## config.mk

```make
export PLATFORM = sky130hd
export DESIGN_NAME = i2c_word_init_sequencer
export DESIGN_NICKNAME = d
export VERILOG_FILES = /design/src/rtl/i2c_word_init_sequencer.sv
export SDC_FILE = /design/constraint.sdc
export NUM_CORES = 1
export LEC_CHECK = 0
export BUFFER_PORTS_ARGS = -buffer_cell sky130_fd_sc_hd__buf_4
export CAP_MARGIN = 20
export CELL_PAD_IN_SITES_DETAIL_PLACEMENT = 0
export CELL_PAD_IN_SITES_GLOBAL_PLACEMENT = 1
export CORE_ASPECT_RATIO = 1.25
export CORE_MARGIN = 4
export CORE_UTILIZATION = 46
export DETAILED_ROUTE_END_ITERATION = 16
export PLACE_DENSITY = 0.9
export SETUP_SLACK_MARGIN = 0.3
export SYNTH_ARGS = -nofsm -noshare
export SYNTH_HDL_FRONTEND = slang
export SYNTH_SLANG_ARGS = --single-unit
```

## constraint.sdc

```tcl
create_clock -name PT_CK -period 4.7 [get_ports PT_CK]
set_input_delay 0.235 -clock PT_CK [delete_from_list [all_inputs] [get_ports PT_CK]]
set_output_delay 0.235 -clock PT_CK [all_outputs]
set_load 0.1 [all_outputs]
```

## src/rtl/i2c_word_init_sequencer.sv

```systemverilog
// i2c_word_init_sequencer: walks a (pointer, data) register table and issues
// one 16-bit word write per entry through the I2C engine GO/END_OK handshake,
// retrying on final-byte NACK and reporting DONE or ERR with index and code.
// Ports: PT_CK/RESET_N clock and async active-low reset; START level (rising
// edge begins a run); TBL_* table read port; I2C_* engine command/status;
// BUSY/DONE/ERR/ERR_IDX/ERR_CODE run status.
module i2c_word_init_sequencer #(
  parameter int         NUM_WORDS  = 8,
  parameter logic [7:0] SLAVE_ADDR = 8'h90,
  parameter int         GO_PULSE   = 4,
  parameter int         GAP_CYCLES = 16,
  parameter int         MAX_RETRY  = 2,
  parameter int         START_TMO  = 64,
  parameter int         XFER_TMO   = 4096
) (
  input  logic        PT_CK,
  input  logic        RESET_N,
  input  logic        START,
  output logic [7:0]  TBL_IDX,
  input  logic [7:0]  TBL_POINTER,
  input  logic [15:0] TBL_DATA,
  output logic        I2C_GO,
  output logic [7:0]  I2C_SLAVE_ADDRESS,
  output logic [7:0]  I2C_POINTER,
  output logic [15:0] I2C_WDATA16,
  input  logic        I2C_END_OK,
  input  logic        I2C_ACK_OK,
  output logic        BUSY,
  output logic        DONE,
  output logic        ERR,
  output logic [7:0]  ERR_IDX,
  output logic [1:0]  ERR_CODE
);

  typedef enum logic [3:0] {
    S_IDLE, S_FETCH1, S_FETCH2, S_GO_HI, S_WAIT_START,
    S_WAIT_END, S_CHECK, S_GAP, S_FINISH, S_ABORT
  } state_t;

  localparam logic [12:0] GO_LAST    = 13'(GO_PULSE - 1);
  localparam logic [12:0] GAP_LAST   = 13'(GAP_CYCLES - 1);
  localparam logic [12:0] START_LAST = 13'(START_TMO - 1);
  localparam logic [12:0] XFER_LAST  = 13'(XFER_TMO - 1);
  localparam logic [7:0]  IDX_LAST   = 8'(NUM_WORDS - 1);
  localparam logic [7:0]  RETRY_MAX  = 8'(MAX_RETRY);

  state_t      state, state_n;
  logic [12:0] cnt, cnt_n;
  logic [7:0]  idx, idx_n;
  logic [7:0]  retry, retry_n;
  logic [7:0]  ptr, ptr_n;
  logic [15:0] wdata, wdata_n;
  logic        busy, busy_n;
  logic        done, done_n;
  logic        err, err_n;
  logic [7:0]  err_idx, err_idx_n;
  logic [1:0]  err_code, err_code_n;
  logic        refetch, refetch_n;
  logic        ack_st, ack_st_n;
  logic        ack_q;
  logic        start_q;
  logic        start_rise;

  assign start_rise        = START & ~start_q;
  assign I2C_GO            = (state == S_GO_HI);
  assign I2C_SLAVE_ADDRESS = SLAVE_ADDR;
  assign I2C_POINTER       = ptr;
  assign I2C_WDATA16       = wdata;
  assign TBL_IDX           = idx;
  assign BUSY              = busy;
  assign DONE              = done;
  assign ERR               = err;
  assign ERR_IDX           = err_idx;
  assign ERR_CODE          = err_code;

  always_ff @(posedge PT_CK or negedge RESET_N) begin
    if (!RESET_N) begin
      state    <= S_IDLE;
      cnt      <= '0;
      idx      <= '0;
      retry    <= '0;
      ptr      <= '0;
      wdata    <= '0;
      busy     <= 1'b0;
      done     <= 1'b0;
      err      <= 1'b0;
      err_idx  <= '0;
      err_code <= '0;
      refetch  <= 1'b0;
      ack_st   <= 1'b0;
      ack_q    <= 1'b0;
      start_q  <= 1'b0;
    end else begin
      state    <= state_n;
      cnt      <= cnt_n;
      idx      <= idx_n;
      retry    <= retry_n;
      ptr      <= ptr_n;
      wdata    <= wdata_n;
      busy     <= busy_n;
      done     <= done_n;
      err      <= err_n;
      err_idx  <= err_idx_n;
      err_code <= err_code_n;
      refetch  <= refetch_n;
      ack_st   <= ack_st_n;
      // ACK_OK clears on the edge END_OK rises, so the previous sample is kept.
      ack_q    <= I2C_ACK_OK;
      start_q  <= START;
    end
  end

  always_comb begin
    state_n    = state;
    idx_n      = idx;
    retry_n    = retry;
    ptr_n      = ptr;
    wdata_n    = wdata;
    busy_n     = busy;
    done_n     = done;
    err_n      = err;
    err_idx_n  = err_idx;
    err_code_n = err_code;
    refetch_n  = refetch;
    ack_st_n   = ack_st;

    unique case (state)
      S_IDLE: begin
        if (start_rise) begin
          done_n     = 1'b0;
          err_n      = 1'b0;
          err_code_n = '0;
          err_idx_n  = '0;
          idx_n      = '0;
          retry_n    = '0;
          busy_n     = 1'b1;
          state_n    = S_FETCH1;
        end
      end
      S_FETCH1: state_n = S_FETCH2;
      S_FETCH2: begin
        ptr_n   = TBL_POINTER;
        wdata_n = TBL_DATA;
        if (TBL_POINTER == 8'hFF && TBL_DATA == 16'hFFFF) state_n = S_FINISH;
        else                                              state_n = S_GO_HI;
      end
      S_GO_HI: begin
        if (cnt == GO_LAST) state_n = S_WAIT_START;
      end
      S_WAIT_START: begin
        if (!I2C_END_OK) begin
          state_n = S_WAIT_END;
        end else if (cnt == START_LAST) begin
          err_code_n = 2'd2;
          state_n    = S_ABORT;
        end
      end
      S_WAIT_END: begin
        if (I2C_END_OK) begin
          ack_st_n = ack_q;
          state_n  = S_CHECK;
        end else if (cnt == XFER_LAST) begin
          err_code_n = 2'd3;
          state_n    = S_ABORT;
        end
      end
      S_CHECK: begin
        if (ack_st) begin
          retry_n = '0;
          if (idx == IDX_LAST) begin
            state_n = S_FINISH;
          end else begin
            idx_n     = idx + 8'd1;
            refetch_n = 1'b1;
            state_n   = S_GAP;
          end
        end else if (retry < RETRY_MAX) begin
          retry_n   = retry + 8'd1;
          refetch_n = 1'b0;
          state_n   = S_GAP;
        end else begin
          err_code_n = 2'd1;
          state_n    = S_ABORT;
        end
      end
      S_GAP: begin
        if (cnt == GAP_LAST) state_n = refetch ? S_FETCH1 : S_GO_HI;
      end
      S_FINISH: begin
        done_n  = 1'b1;
        busy_n  = 1'b0;
        state_n = S_IDLE;
      end
      S_ABORT: begin
        err_n     = 1'b1;
        err_idx_n = idx;
        busy_n    = 1'b0;
        state_n   = S_IDLE;
      end
      default: state_n = S_IDLE;
    endcase

    if (state_n != state) cnt_n = '0;
    else if (cnt == '1)   cnt_n = cnt;
    else                  cnt_n = cnt + 13'd1;
  end

endmodule

```

Yosys cells after proc, flatten, opt, wreduce, memory -nomap -nowiden

Index checks and enable logic that the tools add are counted.

Flip-flop bits (word level): 74
Input bits: 29
Output and inout bits: 54
Word-level logic and storage cells: 107

Add/sub/neg operators: 3
$lt $le $gt $ge: 1
Equality and inequality tests: 30
Multiplexer cells: 39
Bitwise logic cells: 2
Reduce and logical (&&, ||, !) cells: 17

Operators with widths:

| operator                                                                     | count |
|---|---|
| 8-bit one-hot mux with 2 select lines                                        | 3 |
| 4-bit 2-to-1 mux                                                             | 11 |
| 8-bit 2-to-1 mux                                                             | 5 |
| 4-bit one-hot mux with 8 select lines                                        | 1 |
| 13-bit 2-to-1 mux                                                            | 2 |
| 2-bit inequality test, second input constant                                 | 11 |
| 8-bit by 1-bit adder with 8-bit output, second input constant                | 2 |
| 16-bit equality test, second input constant                                  | 1 |
| 4-bit by 3-bit equality test with 1-bit output, second input constant        | 4 |
| 2-bit 2-to-1 mux                                                             | 8 |
| 13-bit by 1-bit adder with 13-bit output, second input constant              | 1 |
| 13-bit by 12-bit equality test with 1-bit output, second input constant      | 1 |
| 13-bit equality test, second input constant                                  | 1 |
| 13-bit by 2-bit equality test with 1-bit output, second input constant       | 1 |
| 13-bit by 4-bit equality test with 1-bit output, second input constant       | 1 |
| 13-bit by 6-bit equality test with 1-bit output, second input constant       | 1 |
| 2-bit nonzero test                                                           | 5 |
| 4-bit by 2-bit equality test with 1-bit output, second input constant        | 2 |
| 4-bit equality test, second input constant                                   | 2 |
| 8-bit by 3-bit equality test with 1-bit output, second input constant        | 1 |
| 8-bit equality test, second input constant                                   | 1 |
| 8-bit by 2-bit less-than comparator with 1-bit output, second input constant | 1 |
| 2-bit one-hot mux with 4 select lines                                        | 1 |
| 2-bit AND reduction                                                          | 4 |
| other kinds (14)                                                             | 21 |

Logic depth before layout (Yosys ltp)

Gate-level depths: netlist of run 1.

Depth after elaboration: 6
Mapped depth: 7
Gate-level depth less buffers: 6

Worst setup path after synthesis of run 1

Ideal clock, no wire load.

Kind: register -> register
From: register idx[0] (netlist: TBL_IDX[0])
To: register idx[0] (netlist: TBL_IDX[0])
Library setup time: 0.129 ns
Arrival time: 2.566 ns
Slack: 2.005 ns
Cell stages (with the launch flop): 7
Period minus slack after synthesis: 2.695 ns
Path through: dfrtp_1 ha_1 nand4bb_1 o41ai_1 a21o_1 buf_6 mux2_1

Longest elaborated chain between the ends: 4

Ends and longest elaborated chain:

| element                                | RTL line | source |
|---|---|---|
| start: declaration                     | 49       | `logic [7:0] idx, idx_n;` |
| start signal: assignment               | 96       | `idx <= idx_n;` |
| 8-bit by 1-bit adder with 8-bit output | 173      | `idx_n = idx + 8'd1;` |
| 8-bit 2-to-1 mux                       | 170      | `if (idx == IDX_LAST) begin` |
| 8-bit 2-to-1 mux                       | 168      | `if (ack_st) begin` |
| 8-bit one-hot mux with 2 select lines  | 127      | `unique case (state)` |

Several ways; a longest one is shown, not always the timed one. The select of a mux whose other input is x is not followed.
A chain may end at the register's enable or synchronous reset.

Worst setup path after layout of run 1

From: register cnt[0]
To: register cnt[3]

Longest elaborated chain between the ends: 6

Ends and longest elaborated chain:

| element                                                                                                                    | RTL line | source |
|---|---|---|
| start: declaration                                                                                                         | 48       | `logic [12:0] cnt, cnt_n;` |
| start signal: assignment                                                                                                   | 95       | `cnt <= cnt_n;` |
| 13-bit by 12-bit equality test with 1-bit output / 13-bit by 6-bit equality test with 1-bit output (equally long branches) | 162, 153 |  |
| 4-bit 2-to-1 mux, on equally long branches                                                                                 | 162, 153 |  |
| 4-bit 2-to-1 mux, on equally long branches                                                                                 | 159, 151 |  |
| 4-bit one-hot mux with 8 select lines                                                                                      | 127      |  |
| 4-bit inequality test                                                                                                      | 203      | `if (state_n != state) cnt_n = '0;` |
| 2-bit inequality test (no source line) / 13-bit 2-to-1 mux (equally long branches)                                         | -        |  |

Several ways; a longest one is shown, not always the timed one. The select of a mux whose other input is x is not followed.

==> run summary, run 1 <==
In the final layout, the share of cells above drive strength 1 is 35.85%. Total I/O pin count: 83. For the number of iterations in the first detailed-routing pass, the log shows 4. Global routing finished with a remaining overflow of 0. Setup repair after global routing left no endpoint under its margin. For this run, design rule violations remaining after detail routing come to 0. Detailed placement ended at an HPWL of 6467 um. Summing all non-filler instances in the final layout gives an area of 4594 um2. Counting flops with a built-in enable in the synthesized netlist gives 0.

The worst setup path is captured at a register. The cell area after technology mapping came out at 3806 um2. Across the routed clock network, the largest skew measured is 0.007103 ns. In this run, post-CTS hold repair placed 2 buffers. Row count: 36. The tools report the routed via count as 2,919. The final count of hold timing violations was 0; the pre-CTS setup slack was 1.797 ns. The clock edge transition at the registers on the reported setup and hold paths was 0.08 ns; the number of different library cells in the post-synthesis netlist was 58.

Setup slack closes at 1.940 ns. By area the synthesized netlist is led by sky130_fd_sc_hd__dfrtp_1, sky130_fd_sc_hd__mux2_2, sky130_fd_sc_hd__nor4_2, sky130_fd_sc_hd__nor2_1, sky130_fd_sc_hd__nand4_1. The effective utilization at floorplan was 48.01%; the chip height was 109.7 um. Relative to the synthesized area, the layout overhead comes to 20.71%. Area of all sequential standard cells: 1852 um2. After detailed routing, the number of vias per cell comes to 5.780. The number of nets in the layout was 437; the maximum level of the CTS H-tree was 3. The total setup violations reported at the end of the flow was 0; the global-route wire length before repair was 14,520 um. The worst hold path belongs to the class primary input to asynchronous set/reset pin.

The critical path ends at cnt[3]$_DFFE_PN0P_. Startpoint type of the worst setup path: a register. The most critical setup path has its startpoint at cnt[0]$_DFFE_PN0P_. Area enclosed by the die boundary: 9803 um2. The tools report the share of the yosys chip area belonging to registers as 48.65%.

Summing all placed instances gives a cell area of 4370 um2. Yosys printed 0 warnings. The clock period could shrink to 2.760 ns. A synthesized cell averages 11.50 um2. The post-CTS setup buffer count was 0; the number of antenna violations at the first check in global routing was 0. In the final timing run, aggregate negative setup slack is 0 ns.

The clock root buffer master is sky130_fd_sc_hd__clkbuf_8. For the pin with the worst max-slew slack, the measured transition is 0.9543 ns. Based on the critical path, the design can be clocked at up to 362.3 MHz. In this run, synthesis produced a sequential element count of 74. For the normalized max-slew margin, the log shows 35.90%. The worst setup path is of the register to register kind. The endpoint arrival time on the critical path was 2.95 ns; the number of cells produced by synthesis was 331.

For this design, the sink count on the clock tree is 74. The fraction of synthesis flops using an asynchronous set or reset pin came out at 100.0%. The leading area contributor after synthesis was sky130_fd_sc_hd__dfrtp_1. TritonCTS built the clock tree.

The tools report the detailed router's first-iteration violation count as 149. Clock tree synthesis inserted a total of 9 buffers. The flow ran to the end, and the final reports show no timing, DRC or antenna violations.

After floorplanning, the core was sized to cover 7928 um2. The via count of the first global-routing pass is 2,967, and the port buffer count is 74. Max-cap violations in this run came to 0.

The number of antenna-violating nets in the routed design was 0. The global routing usage summed across all routing layers is 19.16%, and the horizontal die dimension is 89.36 um. The most used flip-flop cell after synthesis is sky130_fd_sc_hd__dfrtp_1. The startpoint identified for the worst register-to-register timing path is cnt[0]$_DFFE_PN0P_. Wires add up to 8785 um.

At the end of routability-driven placement, the weighted congestion stood at 0.8450. Dividing the final minimum period by the clock period gives 58.73%. Maximum fanout along the worst path: 13. The number of antenna diodes in the final layout is 0. Summing all multi-input logic gate instances after layout gives 1799 um2.

The tools report the setup slack of the worst register-to-register path as 1.94 ns. Endpoint of the worst-slack reg-to-reg timing path: cnt[3]$_DFFE_PN0P_. The number of max-slew violations in the final report came out at 0. The maximum clock insertion buffer count was 2; the top-area cell type share of the netlist area was 48.65%. After detailed routing, the average wire length per cell comes to 17.40 um.

Gates resized during post-CTS repair numbered 0. For the worst flop-to-flop path, the logic depth is 6. Largest net degree at the start of global routing: 75. The logs give 57.95% for the final core utilization and 703 for the number of filler cells placed in the layout. Data required time at the worst endpoint: 4.89 ns. Clock latency on the worst-skew pair, taken at its later pin, is 0.35 ns.
==> area by class of cell <==
class / instances / share of cell area (%)
clock buffer: 9 / 2.696
inverter: 10 / 0.8170
clock inverter: 7 / 1.498
sequential: 74 / 40.31
multi-input combinational: 232 / 39.16
tap: 95 / 2.587
timing repair buffer: 78 / 12.94
==> kinds of logic (layout without fill, tap and decap cells) <==
group	after synthesis	count (layout)	synth area share [%]
flip-flops	74	74	48.65
other	2	8	0.1973
multiplexers	29	29	8.547
AO/OA/AOI/OAI	54	54	10.52
buffers and inverters	31	104	4.832
XOR/XNOR	11	11	2.531
adder cells (fa/ha/maj)	3	3	0.9863
AND/OR/NAND/NOR	127	127	23.73
==> registers in the layout, indices dropped and copies added, names as in the netlist, 2 cells and up <==
signal       cells
ERR_CODE         2
I2C_WDATA16     16
retry            8
TBL_IDX          8
I2C_POINTER      8
cnt             13
ERR_IDX          8
state            4
==> layout by cell type, fill, tap and decap left out, types with 3 or more instances in the layout <==
master | Yosys | routed
sky130_fd_sc_hd__nor4_4 | 3 | 3
sky130_fd_sc_hd__a21oi_1 | 11 | 11
sky130_fd_sc_hd__nor2_1 | 21 | 21
sky130_fd_sc_hd__nand4_1 | 12 | 12
sky130_fd_sc_hd__or4_1 | 6 | 6
sky130_fd_sc_hd__nand2_1 | 19 | 19
sky130_fd_sc_hd__o31ai_1 | 5 | 5
sky130_fd_sc_hd__nor3_1 | 6 | 6
sky130_fd_sc_hd__ha_1 | 3 | 3
sky130_fd_sc_hd__or4b_4 | 3 | 3
sky130_fd_sc_hd__a31oi_1 | 5 | 5
sky130_fd_sc_hd__clkinv_2 | 0 | 3
sky130_fd_sc_hd__inv_1 | 9 | 9
sky130_fd_sc_hd__o21ai_0 | 4 | 4
sky130_fd_sc_hd__and3_1 | 3 | 3
sky130_fd_sc_hd__xor2_1 | 3 | 3
sky130_fd_sc_hd__mux2_1 | 3 | 3
sky130_fd_sc_hd__nand4bb_1 | 3 | 3
sky130_fd_sc_hd__buf_4 | 9 | 75
sky130_fd_sc_hd__clkbuf_8 | 0 | 9
sky130_fd_sc_hd__conb_1 | 2 | 8
sky130_fd_sc_hd__xnor2_1 | 8 | 8
sky130_fd_sc_hd__dfrtp_1 | 74 | 74
sky130_fd_sc_hd__nor4_1 | 5 | 5
sky130_fd_sc_hd__nand3_1 | 14 | 14
sky130_fd_sc_hd__a22o_1 | 8 | 8
sky130_fd_sc_hd__mux2_2 | 25 | 25
sky130_fd_sc_hd__nor4_2 | 12 | 12
==> how the worst min path moves through the flow <==
stage / start / end / slack (ns) / cells after the start
2_1_floorplan: RESET_N / BUSY$_DFFE_PN0P_ / -0.06 / 0
3_3_place_gp: I2C_ACK_OK / ack_q$_DFF_PN0_ / 0.35 / 1
3_5_place_dp: I2C_ACK_OK / ack_q$_DFF_PN0_ / 0.35 / 1
4_1_cts: RESET_N / I2C_WDATA16[9]$_DFFE_PN0N_ / 0.05 / 1
5_1_grt: RESET_N / retry[2]$_DFFE_PN0P_ / 0.1 / 1
6_report: RESET_N / retry[2]$_DFFE_PN0P_ / 0.01 / 1
==> Yosys cell counts (all sizes together) (3+ instances only) <==
cell type	instances
xor2	3
nor3	9
and3	3
a31oi	5
dfrtp	74
or4	7
clkbuf	5
a22o	8
nand4	12
nor2	21
o31ai	5
a21oi	11
inv	10
mux2	28
nand3	14
nand2	19
nor4	20
or4b	3
xnor2	8
nand4bb	3
o21ai	7
ha	3
buf	16
==> metal layers <==
layer | share of wire [%] | GRT usage [%] | vias to the layer above | wire length [um]
met5 | 0 | 0 | - | 0
met4 | 1.9 | 7.021 | 0 | 165
met3 | 3.7 | 3.523 | 13 | 325
met2 | 54 | 34.72 | 61 | 4785
met1 | 40 | 22.10 | 1463 | 3509
li1 | - | - | 1382 | -
==> through the flow <==
step | hold WS (ns) | std cells
floorplan | -0.06059 | 337
global placement | 0.3455 | 486
finish | 0.01364 | 505
CTS | 0.05025 | 504
global route | 0.09548 | 505
detailed placement | 0.3462 | 486
==> critical path: stages, from the launching register on <==
cell and delay [ns]:
sky130_fd_sc_hd__dfrtp_1 0.43, sky130_fd_sc_hd__ha_1 0.27, sky130_fd_sc_hd__or4b_4 0.54, sky130_fd_sc_hd__nor3_1 0.25, sky130_fd_sc_hd__o22ai_2 0.16, sky130_fd_sc_hd__nor4_4 0.82
sky130_fd_sc_hd__nor4_1 0.13
Power of run 1 is not shown: default switching activity piles up to over one toggle a cycle in this logic, so the estimate is an artifact.
==> run 2: changes to the inputs <==
--- a/config.mk
+++ b/config.mk
@@ -11,9 +11,9 @@
 export CELL_PAD_IN_SITES_GLOBAL_PLACEMENT = 1
 export CORE_ASPECT_RATIO = 1.25
 export CORE_MARGIN = 4
-export CORE_UTILIZATION = 46
+export CORE_UTILIZATION = 43
 export DETAILED_ROUTE_END_ITERATION = 16
-export PLACE_DENSITY = 0.9
+export PLACE_DENSITY = 0.85
 export SETUP_SLACK_MARGIN = 0.3
 export SYNTH_ARGS = -nofsm -noshare
 export SYNTH_HDL_FRONTEND = slang
==> constraint.sdc (replaced) <==
create_clock -name PT_CK -period 2.9 [get_ports PT_CK]
set_input_delay 0.145 -clock PT_CK [delete_from_list [all_inputs] [get_ports PT_CK]]
set_output_delay 0.145 -clock PT_CK [all_outputs]
set_load 0.1 [all_outputs]
==> run 2 against run 1 <==
Critical path depth unchanged. Worst setup slack got worse by 1.4 ns. Wire length fell by 3.8%. Sequential share of layout area down 0.62 points. Die area up 6.4%. Clock skew is 0.0021 ns higher. Utilization decreased by 4.0 points. First-iteration DRC count down 13%. Sequential cell count unchanged.
==> run summary, run 2 (synthesized netlist as in run 1, its figures left out) <==
The run finished with clean final reports. The floorplan step defined a die boundary enclosing 10,430 um2. Maximum level of the CTS H-tree: 3. Counting both buffers and inverters, the worst setup path holds a total of 0.

The average via count per standard cell is 5.323, and the number of nets in the layout is 443. The repair_antennas step left the layout with diodes totalling 0. Dividing the detail-routed wire length by the instance count gives 15.77 um.

In this run the register-to-register setup slack is 0.51 ns. The tree is rooted in a sky130_fd_sc_hd__clkbuf_8. For the finished layout, the period the worst path requires is 2.392 ns. For this design, the slowest cell found on the critical path is sky130_fd_sc_hd__or4b_4. The worst setup path is launched from a register. The family with the most delay on the worst path was simple AND/OR/NAND/NOR gates.

Setup repair after global routing left no endpoint under its margin. During I/O placement, the number of pins put on the boundary was 83. Post-CTS repair changed the size of 0 cells.

For the endpoint arrival time on the critical path, the log shows 2.61 ns. Counting buffers and inverters, the worst setup path is 6 cells deep. The peak clock frequency supported by timing is 418.0 MHz.

The endpoint identified for the worst register-to-register timing path is ERR_CODE[0]$_DFFE_PN0P_. The tools report the area of the core as 8653 um2. The row count was 38; the via count of the first global-routing pass was 2,984. In this run the remaining antenna-violating nets after routing total 0. The normalized max-slew margin is 39.32%. STA puts the critical path data required time at 3.11 ns. The final critical-path share of the clock period was 82.49%; the detailed-route DRC error count was 0. The tools report the worst-case clock skew as 0.009224 ns. After global routing the overflow that remains totals 0.

The clock edge transition at the registers on the reported setup and hold paths is 0.08 ns, and the clock sink count is 74. The run gives 803 as the number of filler cells placed in the layout. Leaving out fill and tap cells, the most frequent cell in the layout is sky130_fd_sc_hd__buf_4. The first global-routing pass estimated 14,420 um of wire.

The critical path goes through ha_1 -> or4b_4 -> nor4_4 -> o22ai_2 -> nor4_4 -> mux2_1. Counting cells, the worst reg-to-reg path comes to 6. Global routing consumed, over all layers together, 17.12% of the routing resources. The number of antenna violations at the first check in global routing was 0. The maximum fanout along the worst path came out at 6.

The max-capacitance violation count came out at 0. The routed design has 8455 um of wire. Final count of hold timing violations: 0. The worst setup path is of the register to register kind. The largest net degree at the start of global routing was 75. The tools report the number of iterations in the first detailed-routing pass as 4. The most critical setup path has its startpoint at cnt[0]$_DFFE_PN0P_. In the final layout, the multi-input gates occupy 1799 um2. In the final timing run, aggregate negative setup slack is 0 ns.

The port buffer count is 74. The synthesis-to-layout area growth was 22.75%. The maximum clock insertion buffer count was 2.

Of the cells placed in the final design, the portion with a size suffix greater than 1 is 36.78%. The routed via count is 2,853. The type of element capturing the critical path is a register. Measured along the x axis, the die boundary spans 92.15 um.

The wire-length estimate of the detail-placed layout is 6297 um. The area of all sequential standard cells was 1854 um2; the number of flip-flops under the largest register name was 16. The tools report the total setup violations reported at the end of the flow as 0. The first routing iteration left 129 violations.

After clock tree synthesis, the setup repair step added 0 buffers. The tools report the routability congestion estimate as 0.7837. The library cells used most frequently in the layout, excluding fill and tap cells, are sky130_fd_sc_hd__buf_4, sky130_fd_sc_hd__dfrtp_1, sky130_fd_sc_hd__mux2_2. The tools report the critical path capture point as ERR_CODE[0]$_DFFE_PN0P_.

Counting stages on the worst path, the most repeated cell is sky130_fd_sc_hd__nor4_4. Number of max-slew violations in the final report: 0. TritonCTS built the clock tree.

The CTS buffer count was 9; the transition time at the pin with the least slew margin was 0.9102 ns. In this run the vertical extent of the chip is 113.2 um. The worst hold-check path type is primary input to register. The critical path's largest stage delay is 0.53 ns, and the later-pin clock latency in the skew report is 0.34 ns. The worst flop-to-flop path startpoint is cnt[0]$_DFFE_PN0P_.

The effective utilization at floorplan came out at 43.98%.
run 2: cell types whose count changed in the layout (fill, tap and decap cells not counted), sizes merged:
cell / change
clkbuf: +1
dlygate4sd3: +1
buf: +5
clkinvlp: -1
run 2: per-layer routing:
layer | routed length, um | share of wire (%) | vias to the layer above | global-route usage (%)
met2 | 4520 | 53 | 53 | 30.51
li1 | - | - | 1389 | -
met5 | 0 | 0 | - | 0
met3 | 269 | 3.2 | 12 | 3.524
met1 | 3537 | 42 | 1399 | 20.46
met4 | 127 | 1.5 | 0 | 5.946
run 2: how the worst min path moves through the flow:
| stage | depth (start not counted) | slack, ns | start | endpoint |
|---|---|---|---|---|
| floorplan | 0 | -0.15 | RESET_N | BUSY$_DFFE_PN0P_ |
| global route | 2 | 0.02 | TBL_DATA[10] | I2C_WDATA16[10]$_DFFE_PN0N_ |
| finish | 2 | 0.05 | TBL_DATA[3] | I2C_WDATA16[3]$_DFFE_PN0N_ |
| detailed placement | 1 | 0.26 | I2C_ACK_OK | ack_q$_DFF_PN0_ |
| global placement | 1 | 0.26 | I2C_ACK_OK | ack_q$_DFF_PN0_ |
| CTS | 2 | 0.03 | TBL_DATA[3] | I2C_WDATA16[3]$_DFFE_PN0N_ |
run 2: through the flow:
step	util [%]	hold WS [ns]	cell area [um2]	cells	setup WS, ns
final	53.99	0.04500	4672	536	0.5077
after detailed placement	51.42	0.2560	4449	517	0.5280
after floorplan	-	-0.1506	3831	337	0.3279
after global routing	53.99	0.02372	4672	536	0.3754
after CTS	53.99	0.02660	4672	536	0.5164
after global placement	51.42	0.2557	4449	517	0.5747
run 2: area by class of cell:
class | instances | share of cell area (%)
Sequential cell | 74 | 39.69
Clock buffer | 10 | 2.732
Multi-Input combinational cell | 232 | 38.51
Clock inverter | 6 | 1.393
Timing Repair Buffer | 84 | 13.66
Tap cell | 120 | 3.214
Inverter | 10 | 0.8034
run 2: timing repair:
item,4_1_cts,5_1_grt
endpoints found under the setup margin,0,0
hold buffers,3,0
hold endpoints to repair,76,0
Power of run 2 is left out for the same reason.
